`src/rtl/maxpool_stream_2x2.sv`:
```
// ----------------------------------------------------------------------------
// maxpool_stream_2x2
//
// Streaming 2x2 max-pool. Each input beat carries LANES signed elements of
// one feature-map row. Even rows are reduced horizontally (pairs of adjacent
// lanes) and parked in a line buffer. Odd rows are reduced the same way and
// then combined with the buffered entry for the same beat position. This
// yields LANES/2 pooled elements per odd-row beat, optionally clamped at zero.
//
// Ports
//   clk        : single clock
//   rst_n      : synchronous active-low reset
//   cfg_beats  : beats per row (0 or > MAX_BEATS means MAX_BEATS)
//   cfg_relu   : clamp negative results to zero
//   in_valid   : input beat valid
//   in_ready   : input beat accepted when in_valid && in_ready
//   in_data    : LANES elements, lane j at [DATA_W*(j+1)-1 : DATA_W*j]
//   in_last    : final beat of the frame
//   out_valid  : output beat valid
//   out_ready  : output beat consumed when out_valid && out_ready
//   out_data   : LANES/2 pooled elements, lane k at [DATA_W*(k+1)-1 : DATA_W*k]
//   out_last   : final output beat of the frame
//   err        : sticky flag, in_last seen on a beat that cannot end a frame
//
// State table
//   ROW_A | buffering an even row (horizontal max into line buffer)
//   ROW_B | combining an odd row with the buffer, producing output beats
// ----------------------------------------------------------------------------
module maxpool_stream_2x2 #(
    parameter int DATA_W    = 16,
    parameter int LANES     = 12,
    parameter int MAX_BEATS = 8,
    parameter int BEAT_W    = $clog2(MAX_BEATS + 1)
) (
    input  logic                        clk,
    input  logic                        rst_n,
    input  logic [BEAT_W-1:0]           cfg_beats,
    input  logic                        cfg_relu,
    input  logic                        in_valid,
    output logic                        in_ready,
    input  logic [LANES*DATA_W-1:0]     in_data,
    input  logic                        in_last,
    output logic                        out_valid,
    input  logic                        out_ready,
    output logic [LANES/2*DATA_W-1:0]   out_data,
    output logic                        out_last,
    output logic                        err
);

    localparam int HALF  = LANES / 2;
    localparam int OUT_W = HALF * DATA_W;
    localparam int IDX_W = (MAX_BEATS > 1) ? $clog2(MAX_BEATS) : 1;

    typedef enum logic {
        ROW_A = 1'b0,
        ROW_B = 1'b1
    } state_t;

    state_t              state;
    logic [IDX_W-1:0]    cnt;
    logic [BEAT_W-1:0]   beats_q;

    // Line buffer: one horizontally reduced even-row beat per entry.
    // Deliberately not reset; an entry is always written in ROW_A before the
    // matching ROW_B beat reads it.
    logic [OUT_W-1:0]    line_buf [MAX_BEATS];

    logic                accept;
    logic [BEAT_W-1:0]   eff_beats;
    logic [BEAT_W-1:0]   row_beats;
    logic                final_beat;
    logic [OUT_W-1:0]    h_row;
    logic [OUT_W-1:0]    buf_rd;
    logic [OUT_W-1:0]    pooled;

    function automatic logic signed [DATA_W-1:0] smax(
        input logic signed [DATA_W-1:0] a,
        input logic signed [DATA_W-1:0] b
    );
        return (a > b) ? a : b;
    endfunction

    function automatic logic signed [DATA_W-1:0] relu_clamp(
        input logic signed [DATA_W-1:0] v,
        input logic                     relu
    );
        return (relu && v[DATA_W-1]) ? '0 : v;
    endfunction

    // in_ready depends only on state and the output register, never on in_valid.
    // ROW_A beats never produce output, so they are taken even under a stall.
    assign in_ready = (state == ROW_A) || !out_valid || out_ready;
    assign accept   = in_valid && in_ready;

    always_comb begin
        eff_beats = cfg_beats;
        if ((cfg_beats == '0) || (cfg_beats > BEAT_W'(MAX_BEATS))) begin
            eff_beats = BEAT_W'(MAX_BEATS);
        end
    end

    // beats_q is only loaded on the first ROW_A beat, so that beat must use
    // the live configuration to decide whether it already ends the row.
    always_comb begin
        row_beats = beats_q;
        if ((state == ROW_A) && (cnt == '0)) begin
            row_beats = eff_beats;
        end
        final_beat = (BEAT_W'(cnt) == (row_beats - BEAT_W'(1)));
    end

    assign buf_rd = line_buf[cnt];

    always_comb begin
        h_row  = '0;
        pooled = '0;
        for (int k = 0; k < HALF; k++) begin
            h_row[k*DATA_W +: DATA_W] = smax(in_data[(2*k)*DATA_W +: DATA_W],
                                             in_data[(2*k+1)*DATA_W +: DATA_W]);
            pooled[k*DATA_W +: DATA_W] =
                relu_clamp(smax(buf_rd[k*DATA_W +: DATA_W], h_row[k*DATA_W +: DATA_W]),
                           cfg_relu);
        end
    end

    always_ff @(posedge clk) begin
        if (rst_n && accept && (state == ROW_A)) begin
            line_buf[cnt] <= h_row;
        end
    end

    always_ff @(posedge clk) begin
        if (!rst_n) begin
            state     <= ROW_A;
            cnt       <= '0;
            beats_q   <= BEAT_W'(MAX_BEATS);
            out_valid <= 1'b0;
            out_data  <= '0;
            out_last  <= 1'b0;
            err       <= 1'b0;
        end else begin
            if (accept) begin
                if ((state == ROW_A) && (cnt == '0)) begin
                    beats_q <= eff_beats;
                end
                if (final_beat) begin
                    cnt   <= '0;
                    state <= (state == ROW_A) ? ROW_B : ROW_A;
                end else begin
                    cnt <= cnt + IDX_W'(1);
                end
                // in_last may only close a frame on the final ROW_B beat.
                if (in_last && !((state == ROW_B) && final_beat)) begin
                    err <= 1'b1;
                end
            end

            if (accept && (state == ROW_B)) begin
                out_valid <= 1'b1;
                out_data  <= pooled;
                out_last  <= in_last && final_beat;
            end else if (out_ready) begin
                out_valid <= 1'b0;
            end
        end
    end

endmodule

```
`config.mk`:
```
export PLATFORM = sky130hd
export DESIGN_NAME = maxpool_stream_2x2
export DESIGN_NICKNAME = d
export VERILOG_FILES = /design/src/rtl/maxpool_stream_2x2.sv
export SDC_FILE = /design/constraint.sdc
export NUM_CORES = 1
export LEC_CHECK = 0
export CORE_MARGIN = 5
export CORE_UTILIZATION = 55
export CTS_BUF_LIST = sky130_fd_sc_hd__clkbuf_4 sky130_fd_sc_hd__clkbuf_8
export DETAILED_ROUTE_END_ITERATION = 8
export DONT_BUFFER_PORTS = 1
export PLACE_DENSITY = 0.73
export SKIP_LAST_GASP = 1
export SLEW_MARGIN = 20
export SYNTH_ARGS = -nofsm -noshare
export SYNTH_HDL_FRONTEND = slang
export SYNTH_SLANG_ARGS = --single-unit
```
`constraint.sdc`:
```
create_clock -name clk -period 8.7 [get_ports clk]
set_input_delay 0.87 -clock clk [delete_from_list [all_inputs] [get_ports clk]]
set_output_delay 0.87 -clock clk [all_outputs]
set_load 0.005 [all_outputs]
```
# Word level (Yosys, flattened, before mapping)
# Memory sizes are Yosys's and may differ from the RTL's. A register that Yosys moved wholly into a read port is not among the register bits.
# Cells that the tools add are included.
totals:
  register_bits: 107
  ram_bits: 768
  out_inout_bits: 100
  n_memories: 1
memory_table:
  columns: ["memory", "depth", "word_bits", "rd", "rd_ports_with_merged_regs", "wr", "line_no", "rtl"]
  rows:
  - ["line_buf", 8, 96, 1, 1, 1, "66", "logic [OUT_W-1:0] line_buf [MAX_BEATS];"]
op_classes:
  add_sub_neg: 2
  n_lt_le_gt_ge: 13
  eq_ne: 1
  muxes: 28
  bitwise_logic: 1
  n_reduce_logical: 24
ops:
  columns: ["cell", "count"]
  rows:
  - ["16-bit 2-to-1 mux", 18]
  - ["16-bit greater-than comparator", 12]
  - ["1-bit logical AND", 14]
  - ["3-bit 2-to-1 mux", 3]
  - ["4-bit 2-to-1 mux", 2]
  - ["1-bit 2-to-1 mux", 5]
  - ["3-bit by 4-bit equality test with 1-bit output", 1]
  - ["4-bit greater-than comparator, second input constant", 1]
  - ["4-bit zero test", 1]
  - ["2-bit AND reduction", 2]
  - ["4-bit by 1-bit subtractor with 4-bit output, second input constant", 1]
  - ["3-bit by 1-bit adder with 3-bit output, second input constant", 1]
  - ["3-bit zero test", 1]
  - ["1-bit logical OR", 3]
  - ["1-bit zero test", 2]
  - ["2-bit nonzero test", 1]
  - ["1-bit NOT", 1]

# Depth between registers and ports, before layout
# Gate-level depths: netlist of the first run.
logic_depth:
  ltp_word: 10
  ltp_mapped: 23
  mapped_depth_nobuf: 20

# Worst setup path before layout of the first run
# No wires, ideal clock.
synth_path:
  path_kind: "input -> register"
  from: "input rst_n"
  to: "memory line_buf[1][0] (netlist name), enable pin"
  setup_time_ns: 0.668
  arrival_ns: 7.818
  t_required_ns: 8.032
  slack_ns: 0.214
  cell_stages: 3
  path_buffers: 1
  cell_sequence: "clkbuf_1 nand4_1 nor3_1"
synth_via:
  elab_chain_cells: 4
synth_lines:
  columns: ["item", "line_no", "rtl"]
  rows:
  - ["start: declaration", "36", "input logic rst_n,"]
  - ["1-bit logical AND (2 in series)", "127", "if (rst_n && accept && (state == ROW_A)) begin"]
  - ["1-bit 2-to-1 mux", "127", null]
  - ["1-bit 2-to-1 mux (implied by the code)", "128", "line_buf[cnt] <= h_row;"]
  - ["end: declaration", "66", null]
# Every way passes these cells.

# Final worst setup path of the first run
layout_path:
  from: "input in_data[191]"
  to: "register out_data[83]"
layout_via:
  elab_chain_cells: 6
layout_lines:
  columns: ["item", "line_no", "rtl"]
  rows:
  - ["start: declaration", "41", "input logic [LANES*DATA_W-1:0] in_data,"]
  - ["16-bit greater-than comparator", "80", "return (a > b) ? a : b;"]
  - ["16-bit 2-to-1 mux (*)", "80", null]
  - ["16-bit greater-than comparator", "80", null]
  - ["16-bit 2-to-1 mux (*)", "80", null]
  - ["1-bit logical AND", "87", "return (relu && v[DATA_W-1]) ? '0 : v;"]
  - ["16-bit 2-to-1 mux (*)", "87", null]
  - ["end signal: assignment", "160", "out_data <= pooled;"]
  - ["end: declaration", "45", "output logic [LANES/2*DATA_W-1:0] out_data,"]
# Every way passes the cells marked *; elsewhere a longest branch is shown, timed or not.
# A chain may end at the register's enable or synchronous reset.

==> impl_metrics.yaml, run 1 <==
yosys:
  synth_area_um2: 40300
  synth_seq_area_share_pct: 62.6
  synth_edf_count: 768
  synthCells: 2589
  ys_ff_latch: 878
  synth_cell_types: 74
  syn_avg_cell_area_um2: 15.6
  synth_nets: 2974
  yosys_warnings: 0
  ys_async_sr_fraction_pct: 0
  synth_ff_type: "edfxtp_1"
place:
  pre_cts_slack_ns: 1.51
  io_buffers: 0
  placed_area_um2: 41500
  dp.cells: 3478
  hpwl_mm: 56.8
  gp_routability_congestion: 0.919
clock_network:
  cts_tree: "yes"
  clk-insertion-delay-late_ns: 0.77
  cts_max_path_buffers: 3
  cts.sinks: 878
  cts_made_buffers: 141
  ctsResizeCount: 0
  cts_hold_buf: 0
  clk_pin_slew_worst_paths_ns: 0.06
  clockRootBuffer: "clkbuf_8"
  cts_max_level: 4
  postCtsSetupBuffers: 0
route:
  via_per_inst: 6.24
  num_vias: 23300
  initialDrtViolationCount: 1757
  routed_wl_mm: 90.8
  avgRoutedWirePerCell_um: 24.3
  ant_nets: 0
  drtPass1Iterations: 7
  drc: 0
floorplan:
  die_w_um: 281
  std_cell_rows: 99
  initial_core_util_pct: 55.4
  dieArea_um2: 78900
  coreArea_um2: 72800
  io_pins: 302
  die_h_um: 281
layout:
  final_cells: 3741
  fin_nets: 3048
  design_area_um2: 44400
  final_core_util_pct: 60.9
  drive_gt1_share_pct: 22.3
  mostFrequentLayoutCells: "768 x edfxtp_1, 214 x inv_1, 192 x mux4_2, 183 x ha_1, 150 x clkbuf_8"
  syn2layout_area_growth_pct: 10.0
  layout_commonest_cell: "edfxtp_1"
critical_path:
  worstSetupStartpointType: "primary input"
  crit_type: "primary input to flop"
  arrival_ns: 7.17
  cp_slowest_stage_delay_ns: 0.84
  critPathSlowestCell: "nor2_2"
  endpoint_kind: "flop"
  critical_path.cell_chain: "inv_1 > ha_1 > nand4_1 > nor4_1 > o31ai_1 > and4_1 > nor2_2 > mux2i_1 > ha_1 > a21o_1 > a21o_1 > a21oi_1 > nor3_1 > or4_1 > or2_2 > a311o_1 > nand2_1 > mux2_2 > a21oi_2 > a22o_1"
  worst-path-max-fanout: 20
  crit_required_ns: 9.41
global_route:
  antenna_found_initial: 1
  globalRoute.totalOverflow: 0
  track_usage_pct: 23.0
  grt_pass1_wl_mm: 141
  grt_max_degree: 97
  grt_pass1_vias: 24500
sta:
  timing.final.crit_share_pct: 74.3
  tns_ns: 0
  min_period_ns: 6.46
  final_hold_viol_count: 0
  rsz0062_at_grt: "no"
  tightest_slew_ns: 1.07
  fin_ws_ns: 2.24
  final-setup-viol-count: 0
  slew_headroom_pct: 28.7
  finalClockSkew_ns: 0.0277
  hold_slack_ns: 0.171
  finalMaxSlewViolations: 0
  max_freq_mhz: 155
run_status:
  status: "finished clean"
run:
  cap_viol_max_count: 0
pwr:
  p_leak_nw: 15.6
  finalPower_mw: 9.90
  ir_drop_v: 0.000129
  p_per_area_nw_per_um2: 223
min_path:
  hold_path.class: "primary input to flop"
-- cell type report --
type                    count  area [um2]
inverters                 215         807
repair buffers             41         333
multi-input cells        1386       13900
fillers                  5338       28500
flip-flops and latches    878       25300
well taps                 959        1200
clock inverters            44         337
diodes                      3        7.51
clock buffers             215        2550
-- where the power goes --
part,switching [mW],internal [mW],total [mW]
Combinational,0.908,0.640,1.55
Sequential,0.0449,4.75,4.79
Clock,1.56,2.00,3.56
Total,2.52,7.39,9.90
-- worst max-delay path, delay by kind of cell --
family	cells	cell delay, ns
fa+ha+maj	2	0.63
mux	2	0.80
compound gates	7	1.67
simple gates	8	3.15
buf+inv	1	0.02
-- worst paths after layout --
| check | start | end | slack [ns] | cells past startpoint |
|---|---|---|---|---|
| hold reg to reg | out_last$_SDFFE_PN0P_ | out_last$_SDFFE_PN0P_ | 0.49 | 2 |
| setup reg to reg | flop | out_data[26]$_SDFFE_PN0P_ | 2.53 | 17 |
| hold / removal | rst_n | beats_q[3]$_SDFFE_PN1P_ | 0.17 | 1 |
| setup / recovery | in_data[191] | out_data[83]$_SDFFE_PN0P_ | 2.24 | 20 |
-- metal layers --
metal | routed length [um] | track usage, % | share of wire [%] | vias to the layer above
li1 | - | - | - | 10400
met1 | 36800 | 30.4 | 41 | 11900
met2 | 45500 | 38.6 | 50 | 833
met3 | 6420 | 5.42 | 7.1 | 160
met4 | 2010 | 6.45 | 2.2 | 0
met5 | 0 | 0 | 0 | -
-- state kept, by name, indices dropped and copies added, names as in the netlist, named ones only --
name,flops
beats_q,4
cnt,3
err,1
line_buf,768
out_data,96
out_last,1
out_valid,1
state,1
-- cells by family after synthesis --
family	synth area share, %
simple gates	5.29
flops	62.6
xor+xnor	0.282
fa+ha+maj	5.68
compound gates	6.48
buf+inv	3.21
mux	16.4
-- synth_stat cells (8+ instances only) --
master      n  area share (%)
nand3_1    58            0.72
nand2_1   127             1.2
xnor2_1     8            0.17
mux2_2    100             2.8
dfxtp_1   110             5.5
or3_1      26            0.40
nor3b_1    10            0.19
buf_2      33            0.41
and3_1     12            0.19
a31oi_2     8            0.25
mux2i_1   116             2.9
nand4_1    41            0.64
a21o_1     32            0.60
clkbuf_1   68            0.63
a221oi_1   16            0.35
nor2b_1    18            0.28
a22o_1     43            0.93
a31oi_1    28            0.43
edfxtp_1  768              57
nor2_1     51            0.47
o21ai_0    42            0.52
inv_1     214             2.0
ha_1      183             5.7
a21oi_1    99             1.2
and4_1      8            0.17
nor3_1     15            0.19
o21a_1      8            0.15
o211ai_1   19            0.35
o311ai_0   16            0.35
mux4_2    192              11
nand2b_1    9            0.14
No activity file was read; power rests on OpenSTA's default activity.
==> run 2, diff against run 1 <==
clock period = 5.8 ns   (was 8.7 ns; I/O delays follow)
==> run 2 against run 1 <==
Die area did not move; global-route usage increased by 0.071 points; first-iteration DRC count shrank 2.2%; clock-buffer cell count is 1 lower; sequential share of layout area fell by 0.71 points; sequential cell count unchanged; non-clock buffer count grew 42; routed wire length increased by 0.90%; combinational power increased by 57%; sequential power grew 50%.
==> impl_metrics.yaml, run 2 (synthesis results as in run 1) <==
clock_network:
  postCtsSetupBuffers: 0
  clk_pin_slew_worst_paths_ns: 0.06
  cts_tree: "yes"
  cts_max_path_buffers: 3
  ctsResizeCount: 0
  cts_made_buffers: 140
  cts_max_level: 4
  clockRootBuffer: "clkbuf_8"
  cts_hold_buf: 5
  cts.sinks: 878
  clk-insertion-delay-late_ns: 0.79
place:
  hpwl_mm: 57.4
  io_buffers: 0
  placed_area_um2: 41900
  gp_routability_congestion: 0.926
route:
  avgRoutedWirePerCell_um: 24.2
  drc: 0
  drtPass1Iterations: 6
  routed_wl_mm: 91.6
  num_vias: 23600
  ant_nets: 0
  via_per_inst: 6.24
  initialDrtViolationCount: 1719
global_route:
  grt_pass1_wl_mm: 141
  globalRoute.totalOverflow: 0
  track_usage_pct: 23.0
  grt_pass1_vias: 24800
  antenna_found_initial: 3
  grt_max_degree: 97
layout:
  seqCellArea_um2: 25300
  syn2layout_area_growth_pct: 11.4
  largest_register_ffs: 768
  fillers: 5249
  fin_nets: 3089
  regMostFlops: "line_buf"
  multi_input_area_um2: 13900
  layout_commonest_cell: "edfxtp_1"
  mostFrequentLayoutCells: "768 x edfxtp_1, 214 x inv_1, 192 x mux4_2, 183 x ha_1, 155 x clkbuf_8"
  drive_gt1_share_pct: 23.5
  design_area_um2: 44900
  largestRegisters: "line_buf x768, out_data x96, beats_q x4"
  final_core_util_pct: 61.7
run_status:
  status: "finished clean"
critical_path:
  r2r_cells: 14
  crit_type: "flop to flop"
  crit_required_ns: 6.51
  worstSetupStartpointType: "flop"
  endpoint_kind: "flop"
  worst-path-max-fanout: 48
  arrival_ns: 5.84
  r2r_slack_ns: 0.67
  reg2reg_to: "out_data[70]$_SDFFE_PN0P_"
min_path:
  hold_depth: 3
  hold_path.class: "primary input to flop"
  min_from: "cfg_relu"
  hold_path_end: "out_data[32]$_SDFFE_PN0P_"
floorplan:
  initial_core_util_pct: 55.4
  die_w_um: 281
  io_pins: 302
  std_cell_rows: 99
  dieArea_um2: 78900
  coreArea_um2: 72800
  die_h_um: 281
sta:
  tightest_slew_ns: 1.10
  min_period_ns: 5.13
  timing.final.crit_share_pct: 88.5
  slew_headroom_pct: 26.9
  finalMaxSlewViolations: 0
  rsz0062_at_grt: "no"
  finalClockSkew_ns: 0.0350
  final_hold_viol_count: 0
  final-setup-viol-count: 0
  max_freq_mhz: 195
pwr:
  ir_drop_v: 0.000149
  p_per_area_nw_per_um2: 334
  p_leak_nw: 15.9
  finalPower_mw: 15.0
run:
  cap_viol_max_count: 0
==> run 2: worst max-delay path by stage <==
stage	slack (ns)	end	cells past startpoint	from
after floorplan	0.07	out_data[83]$_SDFFE_PN0P_	21	flop
after global placement	0.23	out_data[90]$_SDFFE_PN0P_	21	in_data[191]
after detailed placement	-0.04	out_data[93]$_SDFFE_PN0P_	21	in_data[191]
after CTS	0.75	out_data[75]$_SDFFE_PN0P_	14	flop
after global routing	0.40	out_data[75]$_SDFFE_PN0P_	14	flop
final	0.67	out_data[70]$_SDFFE_PN0P_	14	flop
==> run 2: where the power goes <==
group	internal, mW	switching (mW)
Sequential	7.12	0.0521
Combinational	1.03	1.40
Clock	3.00	2.42
==> run 2: stage by stage <==
| step | hold slack (ns) | cells | setup WS (ns) | setup TNS [ns] |
|---|---|---|---|---|
| after floorplan | 0.448 | 2589 | 0.0662 | 0 |
| after detailed placement | 0.482 | 3516 | -0.0428 | -0.403 |
| final | 0.111 | 3780 | 0.665 | 0 |
| after global routing | 0.105 | 3780 | 0.399 | 0 |
| after CTS | 0.0145 | 3777 | 0.753 | 0 |
| after global placement | 0.470 | 3513 | 0.229 | 0 |
==> run 2: cell type report <==
cell class / count / share of cell area, %
sequential: 878 / 56.2
multi-input combinational: 1386 / 30.8
clock buffer: 214 / 5.73
tap: 959 / 2.67
timing repair buffer: 83 / 1.89
inverter: 215 / 1.80
clock inverter: 42 / 0.807
antenna: 3 / 0.0167
==> run 2: worst max-delay path, stage by stage (launching register included) <==
cell and delay, ns:
dfxtp_4 0.56, buf_12 0.40, mux4_2 0.55, mux2i_1 0.45, inv_1 0.09, ha_1 0.32
nand4_1 0.12, or2_2 0.35, nor3_1 0.38, nand2_1 0.14, o221a_2 0.34, o211ai_1 0.20
nand2_1 0.37, a221oi_1 0.54, a22o_1 0.20
==> run 2: layer usage <==
layer	track usage (%)	routed length [um]	vias to the layer above
li1	-	-	10500
met1	30.7	37400	12100
met2	38.9	46300	845
met3	4.62	5810	168
met4	7.03	2140	0
met5	0	0	-
==> run 3, diff against run 2 <==
ABC_CLOCK_PERIOD_IN_PS = 5800   (was not set)
CELL_PAD_IN_SITES_DETAIL_PLACEMENT = 0   (was not set)
CELL_PAD_IN_SITES_GLOBAL_PLACEMENT = 1   (was not set)
CORE_ASPECT_RATIO = 1.25   (was not set)
CORE_UTILIZATION = 51   (was 55)
PLACE_DENSITY = 0.79   (was 0.73)
==> run 3 against run 2 <==
Critical path type unchanged; largest cell class unchanged; critical path depth increased by 2; hold slack got worse by 0.016 ns; sequential cell count unchanged; die area increased by 7.6%; first-iteration DRC count increased by 3.0%; register-to-register slack got worse by 0.04 ns; sequential power about the same.
==> impl_metrics.yaml, run 3 (synthesis results as in run 1) <==
run_status:
  status: "finished clean"
clock_network:
  cts_max_path_buffers: 3
  clk_pin_slew_worst_paths_ns: 0.06
  cts_tree: "yes"
  cts.sinks: 878
  cts_max_level: 4
  clk-insertion-delay-late_ns: 0.79
  clockRootBuffer: "clkbuf_8"
  postCtsSetupBuffers: 0
  cts_made_buffers: 135
global_route:
  track_usage_pct: 22.3
  grt_max_degree: 87
  globalRoute.totalOverflow: 0
  grt_pass1_wl_mm: 145
  antenna_found_initial: 2
  grt_pass1_vias: 24500
sta:
  final-setup-viol-count: 0
  hold_slack_ns: 0.0947
  tightest_slew_ns: 1.09
  timing.final.crit_share_pct: 89.2
  tns_ns: 0
  finalMaxSlewViolations: 0
  rsz0062_at_grt: "no"
  final_hold_viol_count: 0
  finalClockSkew_ns: 0.0308
  min_period_ns: 5.17
  fin_ws_ns: 0.625
  max_freq_mhz: 193
  slew_headroom_pct: 27.2
pwr:
  p_leak_nw: 15.9
  finalPower_mw: 14.9
  p_per_area_nw_per_um2: 330
  ir_drop_v: 0.000218
critical_path:
  cp_slowest_stage_delay_ns: 0.61
  endpoint_kind: "flop"
  critical_path.cell_chain: "buf_12 > buf_4 > mux4_2 > mux2i_1 > inv_1 > ha_1 > nand4_1 > or2_2 > nor3_1 > nand2_1 > o221a_2 > o211ai_1 > nand2_1 > a221oi_1 > buf_4 > a22o_1"
  crit_type: "flop to flop"
  critPathSlowestCell: "a221oi_1"
  arrival_ns: 5.89
  worst-path-max-fanout: 37
  worstSetupStartpointType: "flop"
  crit_required_ns: 6.52
floorplan:
  std_cell_rows: 115
  dieArea_um2: 84800
  io_pins: 302
  coreArea_um2: 78600
  initial_core_util_pct: 51.3
  die_h_um: 324
  die_w_um: 262
min_path:
  hold_path.class: "primary input to flop"
layout:
  final_cells: 3891
  fin_nets: 3109
  mostFrequentLayoutCells: "768 x edfxtp_1, 214 x inv_1, 192 x mux4_2, 183 x ha_1, 147 x clkbuf_8"
  largest_register_ffs: 768
  regMostFlops: "line_buf"
  largestRegisters: "line_buf x768, out_data x96, beats_q x4"
  layout_commonest_cell: "edfxtp_1"
  drive_gt1_share_pct: 23.9
  syn2layout_area_growth_pct: 11.8
route:
  drc: 0
  avgRoutedWirePerCell_um: 24.5
  num_vias: 23400
  via_per_inst: 6.02
  initialDrtViolationCount: 1770
  ant_nets: 0
  routed_wl_mm: 95.3
  drtPass1Iterations: 6
run:
  cap_viol_max_count: 0
place:
  pre_cts_slack_ns: 0.0230
  gp_routability_congestion: 0.872
  hpwl_mm: 62.2
  io_buffers: 0
  dp.cells: 3636
run 3: per-stage QoR:
step | area, um2 | utilization [%]
after detailed placement | 42200 | 53.7
after CTS | 45100 | 57.3
final | 45100 | 57.4
after global routing | 45100 | 57.4
after floorplan | 40300 | -
after global placement | 42200 | 53.7
run 3: final timing paths:
check | from | to | slack (ns) | cells past startpoint
worst max-delay path | flop | out_data[72]$_SDFFE_PN0P_ | 0.63 | 16
worst min-delay path | cfg_relu | out_data[32]$_SDFFE_PN0P_ | 0.09 | 3
worst min register to register | out_data[1]$_SDFFE_PN0P_ | out_data[1]$_SDFFE_PN0P_ | 0.50 | 2
worst max register to register | flop | out_data[72]$_SDFFE_PN0P_ | 0.63 | 16
run 3: critical path: cells and delay by family (launching register included):
kind | cells | cell delay [ns]
muxes | 2 | 0.85
adders and majority gates | 1 | 0.30
buffers and inverters | 4 | 0.92
DFF | 1 | 0.53
and+or+nand+nor | 5 | 1.17
AOI/OAI and AO/OA | 4 | 1.29
run 3: final cells by class:
| class | count | area (um2) |
|---|---|---|
| diodes | 1 | 2.50 |
| flip-flops and latches | 878 | 25300 |
| clock buffers | 193 | 2370 |
| clock inverters | 57 | 422 |
| inverters | 215 | 807 |
| well taps | 1053 | 1320 |
| repair buffers | 108 | 983 |
| fillers | 6024 | 33500 |
| multi-input cells | 1386 | 13900 |
run 3: routing by layer:
| layer | vias up | share of wire [%] | global-route usage, % |
|---|---|---|---|
| met5 | - | 0 | 0 |
| met4 | 0 | 3.8 | 8.87 |
| met3 | 205 | 8.0 | 5.76 |
| met2 | 820 | 49 | 36.5 |
| met1 | 11900 | 39 | 28.8 |
| li1 | 10500 | - | - |
run 3: what timing repair did:
item | 4_1_cts | 5_1_grt
hold buffers | 4 | 0
gates resized for setup | 0 | 0
hold endpoints to repair | 14 | 0
run 3: report_power, final:
part	total (mW)	switching [mW]	internal, mW
logic	2.48	1.42	1.06
registers	7.18	0.0546	7.12
clock network	5.22	2.37	2.84
